File: src/rtl/rs_ap_ctrl_start_scheduler.sv
// Start scheduler for an ap_ctrl_chain kernel behind a relay-station start/ready pipeline.
// Host starts become head tokens, tail tokens launch the kernel, and completions return as ap_done.
module rs_ap_ctrl_start_scheduler #(
  parameter int MAX_INFLIGHT = 4,
  parameter int GRACE_PERIOD = 24,
  parameter int CNT_W        = $clog2(MAX_INFLIGHT + 1)
) (
  input  logic             clk,
  input  logic             reset,
  input  logic             ap_start,
  output logic             ap_ready,
  output logic             ap_done,
  input  logic             ap_continue,
  output logic             ap_idle,
  output logic             pp_if_write,
  input  logic             pp_if_full_n,
  input  logic             pp_if_empty_n,
  output logic             pp_if_read,
  output logic             kernel_start,
  input  logic             kernel_ready,
  input  logic             kernel_done,
  output logic [CNT_W-1:0] inflight,
  output logic             err_protocol,
  output logic             fsm_state
);

  localparam int GW = (GRACE_PERIOD > 1) ? $clog2(GRACE_PERIOD) : 1;
  localparam logic [CNT_W-1:0] MAX_CNT   = CNT_W'(MAX_INFLIGHT);
  localparam logic [CNT_W-1:0] ONE       = CNT_W'(1);
  localparam logic [GW-1:0]    GRACE_END = GW'(GRACE_PERIOD - 1);

  typedef enum logic {
    GRACE = 1'b0,
    RUN   = 1'b1
  } state_t;

  state_t           state;
  logic [GW-1:0]    grace_cnt;
  logic             start_vld;
  logic [CNT_W-1:0] pending_done;
  logic [CNT_W-1:0] running;
  logic [CNT_W-1:0] inflight_nxt;
  logic [CNT_W-1:0] pending_nxt;
  logic [CNT_W-1:0] running_nxt;
  logic             grace_done;
  logic             grace_expire;
  logic             accept;
  logic             launch;
  logic             retire;
  logic             k_valid;
  logic             pend_inc;
  logic             done_bad;

  // Every transfer is a valid/ready pair that completes on a rising edge where both are high:
  // ap_start/ap_ready, pp_if_full_n/pp_if_write, pp_if_empty_n/pp_if_read,
  // kernel_start/kernel_ready and ap_done/ap_continue. Valid is held until the transfer.
  assign grace_done   = (state == RUN);
  assign grace_expire = (state == GRACE) && (grace_cnt == GRACE_END);
  assign fsm_state    = state;

  // Credit compare uses the registered count: a same-cycle retire frees nothing until next cycle.
  assign accept       = ap_start & pp_if_full_n & grace_done & (inflight < MAX_CNT);
  assign ap_ready     = accept;
  assign pp_if_write  = accept;

  assign pp_if_read   = grace_done & pp_if_empty_n & (!start_vld | kernel_ready);
  assign kernel_start = start_vld;
  assign launch       = start_vld & kernel_ready;
  assign retire       = ap_done & ap_continue;

  // A completion is only legal against a launched invocation and a free pending slot.
  assign k_valid  = kernel_done & (running != '0);
  assign pend_inc = k_valid & (pending_done != MAX_CNT);
  assign done_bad = kernel_done & ((running == '0) | (pending_done == MAX_CNT));

  always_comb begin
    inflight_nxt = inflight;
    if (accept && !retire) inflight_nxt = inflight + ONE;
    else if (retire && !accept && inflight != '0) inflight_nxt = inflight - ONE;

    pending_nxt = pending_done;
    if (pend_inc && !retire) pending_nxt = pending_done + ONE;
    else if (retire && !pend_inc && pending_done != '0) pending_nxt = pending_done - ONE;

    running_nxt = running;
    if (launch && !k_valid && running != MAX_CNT) running_nxt = running + ONE;
    else if (k_valid && !launch) running_nxt = running - ONE;
  end

  always_ff @(posedge clk or negedge reset) begin
    if (!reset) begin
      state        <= GRACE;
      grace_cnt    <= '0;
      start_vld    <= 1'b0;
      inflight     <= '0;
      pending_done <= '0;
      running      <= '0;
      ap_done      <= 1'b0;
      ap_idle      <= 1'b0;
      err_protocol <= 1'b0;
    end else begin
      case (state)
        GRACE: begin
          if (grace_expire) state <= RUN;
          else grace_cnt <= grace_cnt + GW'(1);
        end
        RUN:     state <= RUN;
        default: state <= GRACE;
      endcase

      if (pp_if_read) start_vld <= 1'b1;
      else if (kernel_ready) start_vld <= 1'b0;

      inflight     <= inflight_nxt;
      pending_done <= pending_nxt;
      running      <= running_nxt;
      ap_done      <= (pending_nxt != '0);
      ap_idle      <= (grace_done | grace_expire) & (inflight_nxt == '0);
      err_protocol <= err_protocol | done_bad;
    end
  end

endmodule
File: config.mk
export PLATFORM = sky130hd
export DESIGN_NAME = rs_ap_ctrl_start_scheduler
export DESIGN_NICKNAME = d
export VERILOG_FILES = /design/src/rtl/rs_ap_ctrl_start_scheduler.sv
export SDC_FILE = /design/constraint.sdc
export NUM_CORES = 1
export LEC_CHECK = 0
export CAP_MARGIN = 10
export CORE_ASPECT_RATIO = 1.75
export CORE_MARGIN = 3
export CORE_UTILIZATION = 50
export CTS_CLUSTER_DIAMETER = 60
export DETAILED_ROUTE_END_ITERATION = 6
export DONT_BUFFER_PORTS = 1
export GPL_TIMING_DRIVEN = 1
export PLACE_DENSITY = 0.68
export SYNTH_ARGS = -nofsm -noshare
export SYNTH_HDL_FRONTEND = slang
export SYNTH_SLANG_ARGS = --single-unit
File: constraint.sdc
create_clock -name clk -period 2.45 [get_ports clk]
set_input_delay 0.49 -clock clk [delete_from_list [all_inputs] [get_ports clk]]
set_output_delay 0.49 -clock clk [all_outputs]
set_load 0.05 [all_outputs]
==> results.txt, run 1 <==
TritonRoute pass-1 iters -> 4
top_reg_cell synth -> dfrtp_1
clock root buffer -> clkbuf_8
simple-gate share of the synthesized area -> 0.194
largest net degree at the start of global routing -> 20
setup bufs post-CTS -> 0
total nets after synthesis -> 142
PortBufs -> 0
crit path launch -> running[1]
Cell Pwr Density -> 1210 nW/um^2
DIE WIDTH -> 43.4 um
Initial Util -> 0.533
GP Congestion -> 0.812
Peak supply drop -> 0.000763 V
Final Critical Period -> 2.13 ns
P_sw -> 753 uW
CP delay by family, top -> simple AND/OR/NAND/NOR gates
unrepaired setup endpoints after global routing -> false
fmax -> 469 MHz
kind of critical path -> register to register
Final Skew -> 0.00353 ns
Sw Share -> 0.463
relative slew slack -> 0.414
Routed WL -> 2.39 mm
final slew viol count -> 0
Leak Pwr -> 0.571 nW
Detail Placement HPWL -> 1.85 mm
worst hold path class -> input port to register
TritonCTS clock tree -> yes
CP startpoint kind -> register
Core ar. -> 2300 sq um
CTS buffer count -> 3
Stages on worst setup path -> 8
final hold vios -> 0
max cap viols -> 0
Ports -> 19
row cnt -> 23
CP Data Arrival Time -> 2.25 ns
ANT cells -> 0
Synth Area in Compound Gates -> 0.203
Gate Count Post-Synth -> 126
vias per cell -> 6.13
EDFF count, synth -> 0
largest family of logic cells by synthesized area -> compound AO/OA/AOI/OAI gates
Worst Tran Pin Value -> 0.876 ns
Clock power frac -> 0.135
Comb pwr share -> 0.516
1st-iter DRT viols -> 10
sequential group share of total power -> 0.349
worst r2r dst -> running[2]
Crit Path Max Fanout -> 8
register area share after synthesis -> 0.388
clk slew on worst S/H paths -> 0.08 ns
Mean Syn Cell Area -> 9.73 sq um
post-route ant nets -> 0
H-tree levels -> 1
Distinct cells, synth -> 50
worst setup path endpoint -> running[2]
All-Layer GR Usage -> 0.175
Area growth syn-to-layout -> 9.49%
P_int -> 874 uW
commonest non-fill, non-tap cell in the layout -> dfrtp_1
GRT Residual Overflow -> 0
die area -> 3110 sq um
clk sink count -> 19
Final period util -> 0.870
CP max stage cell -> dfrtp_1
reg2reg start -> running[1]
FF-to-FF path depth -> 8
vias -> 974
Die Y -> 71.5 um
vias in the first global route -> 988
FF+latch count, synth -> 19
mux share of post-synthesis cell area -> 0.0184
adder-cell share of the synthesized area -> 0.0878
setup TNS -> 0 ns
wire length of the first global-routing pass -> 4.24 mm
Clk Latency, worst-skew pair -> 0.25 ns
Post-CTS Resized -> 0
CP max stage delay -> 0.48 ns
initial antenna violation count -> 0
wire per inst -> 15.0 um
xor/xnor share of the synthesized area -> 0.0500
most frequent cells in the layout -> dfrtp_1, nand2_1, inv_1
CP Buf/Inv Count -> 0
number of buffers inserted by hold repair at cts -> 1
Critical Path RT -> 2.57 ns
nets@finish -> 151
critical-path cell list -> or3_4, o21ai_0, nand3_1, fa_1, a21oi_1, nand2_1, o211ai_1, o311ai_0
# DRC -> 0
share of cells above drive strength 1 -> 0.172
CP endpoint kind -> register
outcome -> finished, final reports clean
Final Setup Violations -> 0
DP Worst Slack -> 0.329 ns
setup ws final -> 0.320 ns
post-synth design cell area -> 1230 sq um
YS warnings -> 0
ys async rst share -> 1.00
maximum clock path buffer count -> 2
R2R Setup Slk -> 0.32 ns
==> routing by layer <==
layer	part of all wire	wire (um)	track usage
met5	0	0	0
met4	0.0084	20	0.0537
met3	0.047	113	0.0352
met2	0.52	1240	0.310
met1	0.43	1020	0.206
==> metrics by stage <==
step           hold slack (ns)  cells  area, sq um  power (mW)  utilization
5_1_grt                  0.345    159         1340        1.77        0.583
3_3_place_gp             0.195    154         1290        1.37        0.559
3_5_place_dp             0.195    154         1290        1.41        0.559
2_1_floorplan            0.194    126         1230        1.23            -
6_report                 0.345    159         1340        1.63        0.583
4_1_cts                  0.344    159         1340        1.64        0.583
==> cells in the mapped netlist (2+ instances only) <==
library cell,n,area (sq um)
dfrtp_1,19,475
nand2_1,12,45.0
inv_1,10,37.5
a21oi_1,7,35.0
ha_1,7,87.6
xnor2_1,6,52.6
nand3_1,5,25.0
o21ai_0,5,25.0
nand4_1,4,25.0
buf_4,3,22.5
nor2_1,3,11.3
o211ai_1,3,22.5
and3_1,2,12.5
mux2_2,2,22.5
nor4_1,2,12.5
o21ai_1,2,10.0
==> registers in the layout, summed over array words and instances (netlist names) <==
signal        cells
grace_cnt         5
inflight          3
pending_done      3
running           3
ap_done           1
ap_idle           1
err_protocol      1
fsm_state         1
kernel_start      1
==> cell type report <==
type,instances,area [sq um]
fillers,211,960
multi-input cells,91,678
flip-flops and latches,19,475
repair buffers,9,70.1
clock buffers,3,41.3
inverters,11,41.3
well taps,25,31.3
clock inverters,1,5.00
==> worst min-delay path by stage <==
stage	startpoint	to	depth (start not counted)
floorplan	reset	ap_done	0
CTS	kernel_ready	kernel_start	1
global placement	reset	running[2]	0
global route	kernel_done	err_protocol	1
finish	kernel_ready	kernel_start	1
detailed placement	reset	running[2]	0
==> worst register-to-register path: stages, from the launching register on <==
cell and delay, ns:
dfrtp_1 0.48, or3_4 0.43, o21ai_0 0.08, nand3_1 0.11, fa_1 0.41, a21oi_1 0.19, nand2_1 0.08, o211ai_1 0.08
o311ai_0 0.13
==> power groups by stage <==
| stage | clock [mW] | combinational [mW] | sequential, mW |
|---|---|---|---|
| 2_1_floorplan | 0 | 0.579 | 0.648 |
| 3_3_place_gp | 0 | 0.802 | 0.572 |
| 3_5_place_dp | 0 | 0.835 | 0.572 |
| 4_1_cts | 0.224 | 0.847 | 0.568 |
| 5_1_grt | 0.239 | 0.951 | 0.583 |
| 6_report | 0.219 | 0.840 | 0.568 |
==> cell families after synthesis <==
| kind of cell | Yosys count |
|---|---|
| AO/OA/AOI/OAI | 34 |
| buffers and inverters | 16 |
| AND/OR/NAND/NOR | 40 |
| multiplexers | 2 |
| adder cells (fa/ha/maj) | 8 |
| XOR/XNOR | 7 |
| flip-flops | 19 |
No activity file was read; power rests on OpenSTA's default activity.
==> run 2: changes to the inputs <==
--- a/config.mk
+++ b/config.mk
@@ -7,2 +7,3 @@
 export LEC_CHECK = 0
+export ABC_CLOCK_PERIOD_IN_PS = 2450
 export CAP_MARGIN = 10
@@ -12,2 +13,3 @@
 export CTS_CLUSTER_DIAMETER = 60
+export CTS_CLUSTER_SIZE = 10
 export DETAILED_ROUTE_END_ITERATION = 6
--- a/constraint.sdc
+++ b/constraint.sdc
@@ -3,2 +3,2 @@
 set_output_delay 0.49 -clock clk [all_outputs]
-set_load 0.05 [all_outputs]
+set_load 0.1 [all_outputs]
==> results.txt, run 2 (same netlist as run 1, synthesis figures left out) <==
worst hold path class -> input port to register (unchanged)
H-tree levels -> 1 (unchanged)
Detail Placement HPWL -> 1.88 mm (was 1.85 mm)
setup TNS -> 0 ns (unchanged)
vias in the first global route -> 1,003 (was 988)
Cell Area, Placed -> 1320 sq um (was 1290 sq um)
TritonRoute pass-1 iters -> 5 (was 4)
TritonCTS clock tree -> yes (unchanged)
clock root buffer -> clkbuf_8 (unchanged)
CTS buffer count -> 3 (unchanged)
Final Skew -> 0.00306 ns (was 0.00353 ns)
Crit Path Max Fanout -> 9 (was 8)
PortBufs -> 0 (unchanged)
Ports -> 19 (unchanged)
CP Buf/Inv Count -> 0 (unchanged)
CP max stage cell -> dfrtp_2 (was dfrtp_1)
clk sink count -> 19 (unchanged)
unrepaired setup endpoints after global routing -> false (unchanged)
Area growth syn-to-layout -> 12.2% (was 9.49%)
die area -> 3110 sq um (unchanged)
# DRC -> 0 (unchanged)
Core ar. -> 2300 sq um (unchanged)
CP delay by family, top -> simple AND/OR/NAND/NOR gates (unchanged)
Die Y -> 71.5 um (unchanged)
FF-to-FF path depth -> 8 (unchanged)
commonest non-fill, non-tap cell in the layout -> dfrtp_1 (unchanged)
kind of critical path -> register to register (unchanged)
Cell Pwr Density -> 1330 nW/um^2 (was 1210 nW/um^2)
Stages on worst setup path -> 8 (unchanged)
fin area -> 1380 sq um (was 1340 sq um)
clk slew on worst S/H paths -> 0.08 ns (about the same)
register area -> 478 sq um (was 475 sq um)
R2R Setup Slk -> 0.25 ns (was 0.32 ns)
Routed WL -> 2.57 mm (was 2.39 mm)
Pwr Total -> 1.83 mW (was 1.63 mW)
worst r2r dst -> running[2] (unchanged)
number of flip-flops under the largest register name -> 5 (unchanged)
initial antenna violation count -> 0 (unchanged)
Final Setup Violations -> 0 (unchanged)
multi-input logic area -> 689 sq um (was 678 sq um)
GRT Residual Overflow -> 0 (unchanged)
1st-iter DRT viols -> 11 (was 10)
ANT cells -> 0 (unchanged)
fin util -> 0.598 (was 0.583)
max cap viols -> 0 (unchanged)
most frequent cells in the layout -> dfrtp_1, nand2_1, inv_1 (unchanged)
crit path launch -> running[0] (was running[1])
Clk Latency, worst-skew pair -> 0.27 ns (was 0.25 ns)
CP endpoint kind -> register (unchanged)
Initial Util -> 0.533 (unchanged)
CP Data Arrival Time -> 2.33 ns (was 2.25 ns)
Final Critical Period -> 2.20 ns (was 2.13 ns)
wire per inst -> 16.1 um (was 15.0 um)
layout filler cell count -> 202 (was 211)
final hold vios -> 0 (unchanged)
share of cells above drive strength 1 -> 0.200 (was 0.172)
reg2reg start -> running[0] (was running[1])
All-Layer GR Usage -> 0.184 (was 0.175)
vias per cell -> 6.15 (was 6.13)
fmax -> 454 MHz (was 469 MHz)
largest register by flop count -> grace_cnt (unchanged)
CP max stage delay -> 0.48 ns (about the same)
worst setup path endpoint -> running[2] (unchanged)
outcome -> finished, final reports clean (unchanged)
DIE WIDTH -> 43.4 um (unchanged)
Peak supply drop -> 0.000670 V (was 0.000763 V)
relative slew slack -> 0.393 (was 0.414)
post-route ant nets -> 0 (unchanged)
Critical Path RT -> 2.58 ns (was 2.57 ns)
row cnt -> 23 (unchanged)
Final period util -> 0.900 (was 0.870)
vias -> 984 (was 974)
Worst Tran Pin Value -> 0.910 ns (was 0.876 ns)
final slew viol count -> 0 (unchanged)
maximum clock path buffer count -> 2 (unchanged)
setup bufs post-CTS -> 0 (unchanged)
nets@finish -> 152 (was 151)
CP startpoint kind -> register (unchanged)
critical-path cell list -> or3_4, o21ai_0, nand3_1, fa_1, a21oi_1, nand2_1, o211ai_1, o311ai_0 (unchanged)
largest net degree at the start of global routing -> 20 (unchanged)
wire length of the first global-routing pass -> 4.47 mm (was 4.24 mm)
GP Congestion -> 0.819 (was 0.812)
Leak Pwr -> 0.579 nW (was 0.571 nW)
## run 2: cell count changes in the layout (fill, tap and decap cells not counted), sizes merged
cell,delta
buf,+1
## run 2: through the flow
step	std cells	worst slack, ns	hold slack, ns
floorplan	126	0.0741	0.194
global placement	155	0.353	0.195
detailed placement	155	0.252	0.195
CTS	160	0.226	0.337
global route	160	0.0445	0.339
finish	160	0.246	0.330
## run 2: where the power goes
group | switching, mW | internal [mW]
clock | 0.117 | 0.114
combinational | 0.702 | 0.370
sequential | 0.122 | 0.407
## run 2: layout make-up
type                       instances  share of cell area
sequential                        19               0.347
tap                               25              0.0227
clock inverter                     1             0.00364
timing repair buffer              10              0.0655
clock buffer                       3              0.0300
inverter                          11              0.0300
multi-input combinational         91               0.501
## run 2: worst min path at each step
stage,cells past startpoint,startpoint,end,slack [ns]
2_1_floorplan,0,reset,ap_done,0.19
4_1_cts,1,kernel_ready,kernel_start,0.34
5_1_grt,1,kernel_ready,kernel_start,0.34
3_5_place_dp,0,reset,err_protocol,0.19
3_3_place_gp,0,reset,err_protocol,0.19
6_report,1,kernel_ready,kernel_start,0.33
## run 2: repair_timing
action,4_1_cts,5_1_grt
endpoints found under the setup margin,0,1
endpoints found under the hold margin,19,0
gates resized for setup,0,1
hold buffers,1,0
## run 2: routing by layer
layer | global-route usage | up-vias | share of wire
li1 | - | 475 | -
met3 | 0.0251 | 5 | 0.046
met2 | 0.349 | 24 | 0.56
met4 | 0.0604 | 0 | 0.022
met5 | 0 | - | 0
met1 | 0.200 | 480 | 0.37
==> run 3: changes to the inputs <==
- ABC_CLOCK_PERIOD_IN_PS: 2450 -> 2830
- clock period: 2.45 -> 2.83 ns (I/O delays scaled with it)
==> results.txt, run 3 (same netlist as run 1, synthesis figures left out) <==
vias per cell -> 6.20 (was 6.15)
nets@finish -> 151 (was 152)
ANT cells -> 0 (unchanged)
TritonRoute pass-1 iters -> 4 (was 5)
Cell Pwr Density -> 1160 nW/um^2 (was 1330 nW/um^2)
wire per inst -> 15.8 um (was 16.1 um)
vias in the first global route -> 1,021 (was 1,003)
share of cells above drive strength 1 -> 0.179 (was 0.200)
worst hold path class -> input port to register (unchanged)
die area -> 3110 sq um (unchanged)
setup bufs post-CTS -> 0 (unchanged)
final hold vios -> 0 (unchanged)
Clk Latency, worst-skew pair -> 0.25 ns (was 0.27 ns)
CP delay by family, top -> simple AND/OR/NAND/NOR gates (unchanged)
Cell Area, Placed -> 1300 sq um (was 1320 sq um)
Leak Pwr -> 0.574 nW (was 0.579 nW)
CP startpoint kind -> register (unchanged)
CP max stage delay -> 0.49 ns (was 0.48 ns)
All-Layer GR Usage -> 0.181 (was 0.184)
fin area -> 1360 sq um (was 1380 sq um)
Detail Placement HPWL -> 1.91 mm (was 1.88 mm)
setup ws final -> 0.664 ns (was 0.246 ns)
Initial Util -> 0.533 (unchanged)
kind of critical path -> register to register (unchanged)
Final Skew -> 0.00106 ns (was 0.00306 ns)
max cap viols -> 0 (unchanged)
fmax -> 462 MHz (was 454 MHz)
clock root buffer -> clkbuf_8 (unchanged)
unrepaired setup endpoints after global routing -> false (unchanged)
DP Worst Slack -> 0.646 ns (was 0.252 ns)
maximum clock path buffer count -> 2 (unchanged)
CP endpoint kind -> register (unchanged)
Final period util -> 0.765 (was 0.900)
outcome -> finished, final reports clean (unchanged)
wire length of the first global-routing pass -> 4.41 mm (was 4.47 mm)
vias -> 986 (was 984)
most frequent cells in the layout -> dfrtp_1, nand2_1, inv_1 (unchanged)
clk sink count -> 19 (unchanged)
Peak supply drop -> 0.000567 V (was 0.000670 V)
number of flip-flops under the largest register name -> 5 (unchanged)
Core ar. -> 2300 sq um (unchanged)
Post-Place Cells -> 154 (was 155)
Ports -> 19 (unchanged)
DIE WIDTH -> 43.4 um (unchanged)
GP Congestion -> 0.815 (was 0.819)
post-route ant nets -> 0 (unchanged)
relative slew slack -> 0.401 (was 0.393)
Stages on worst setup path -> 8 (unchanged)
H-tree levels -> 1 (unchanged)
Pwr Total -> 1.57 mW (was 1.83 mW)
Critical Path RT -> 2.94 ns (was 2.58 ns)
largest register by flop count -> grace_cnt (unchanged)
critical-path cell list -> or3_4, o21ai_0, nand3_1, fa_1, a21oi_1, nand2_1, o211ai_1, o311ai_0 (unchanged)
setup TNS -> 0 ns (unchanged)
Final Non-Filler Cells -> 159 (was 160)
GRT Residual Overflow -> 0 (unchanged)
Routed WL -> 2.52 mm (was 2.57 mm)
largest net degree at the start of global routing -> 20 (unchanged)
Die Y -> 71.5 um (unchanged)
FF-to-FF path depth -> 8 (unchanged)
Worst Tran Pin Value -> 0.898 ns (was 0.910 ns)
1st-iter DRT viols -> 31 (was 11)
hold slack -> 0.409 ns (was 0.330 ns)
final slew viol count -> 0 (unchanged)
clk slew on worst S/H paths -> 0.07 ns (was 0.08 ns)
PortBufs -> 0 (unchanged)
Final Setup Violations -> 0 (unchanged)
Crit Path Max Fanout -> 9 (unchanged)
CTS buffer count -> 3 (unchanged)
CP Buf/Inv Count -> 0 (unchanged)
CP Data Arrival Time -> 2.28 ns (was 2.33 ns)
fin util -> 0.590 (was 0.598)
Area growth syn-to-layout -> 10.8% (was 12.2%)
TritonCTS clock tree -> yes (unchanged)
CP max stage cell -> dfrtp_1 (was dfrtp_2)
initial antenna violation count -> 0 (unchanged)
# DRC -> 0 (unchanged)
hold path cells -> 1 (unchanged)
Final Critical Period -> 2.17 ns (was 2.20 ns)
layout filler cell count -> 204 (was 202)
row cnt -> 23 (unchanged)
commonest non-fill, non-tap cell in the layout -> dfrtp_1 (unchanged)
[run 3: cell type report]
cell class	count	area, sq um	share of cell area
Timing Repair Buffer	9	82.6	0.0608
Tap cell	25	31.3	0.0230
Clock buffer	3	41.3	0.0304
Sequential cell	19	475	0.350
Clock inverter	1	5.00	0.00368
Inverter	11	41.3	0.0304
Multi-Input combinational cell	91	682	0.502
[run 3: repair_timing]
item / in CTS / in global routing
gates resized for setup: 0 / 0
hold buffers: 1 / 0
endpoints found under the hold margin: 19 / 0
[run 3: power breakdown]
part	switching [mW]	total, mW	leakage [nW]	internal (mW)
sequential	0.140	0.490	0.210	0.350
combinational	0.577	0.892	0.339	0.315
clock	0.0912	0.189	0.0255	0.0979
total	0.808	1.57	0.574	0.763
[run 3: worst paths after layout]
| check | from | endpoint | slack, ns |
|---|---|---|---|
| setup / recovery | running[0] | running[2] | 0.66 |
| hold / removal | kernel_ready | kernel_start | 0.41 |
| setup reg to reg | running[0] | running[2] | 0.66 |
| hold reg to reg | grace_cnt[4] | grace_cnt[4] | 0.48 |
| max in group asynchronous | reset | inflight[1] | 1.43 |
| min in group asynchronous | reset | grace_cnt[4] | 0.87 |
[run 3: per-layer routing]
layer  GRT usage  share of wire
met1       0.207           0.38
met3      0.0201          0.053
met5           0              0
met4      0.0705          0.012
met2       0.329           0.56
[run 3: worst register-to-register path, stage by stage, from the launching register on]
cell,delay [ns]
dfrtp_1,0.49
or3_4,0.46
o21ai_0,0.09
nand3_1,0.11
fa_1,0.39
a21oi_1,0.17
nand2_1,0.07
o211ai_1,0.09
o311ai_0,0.15
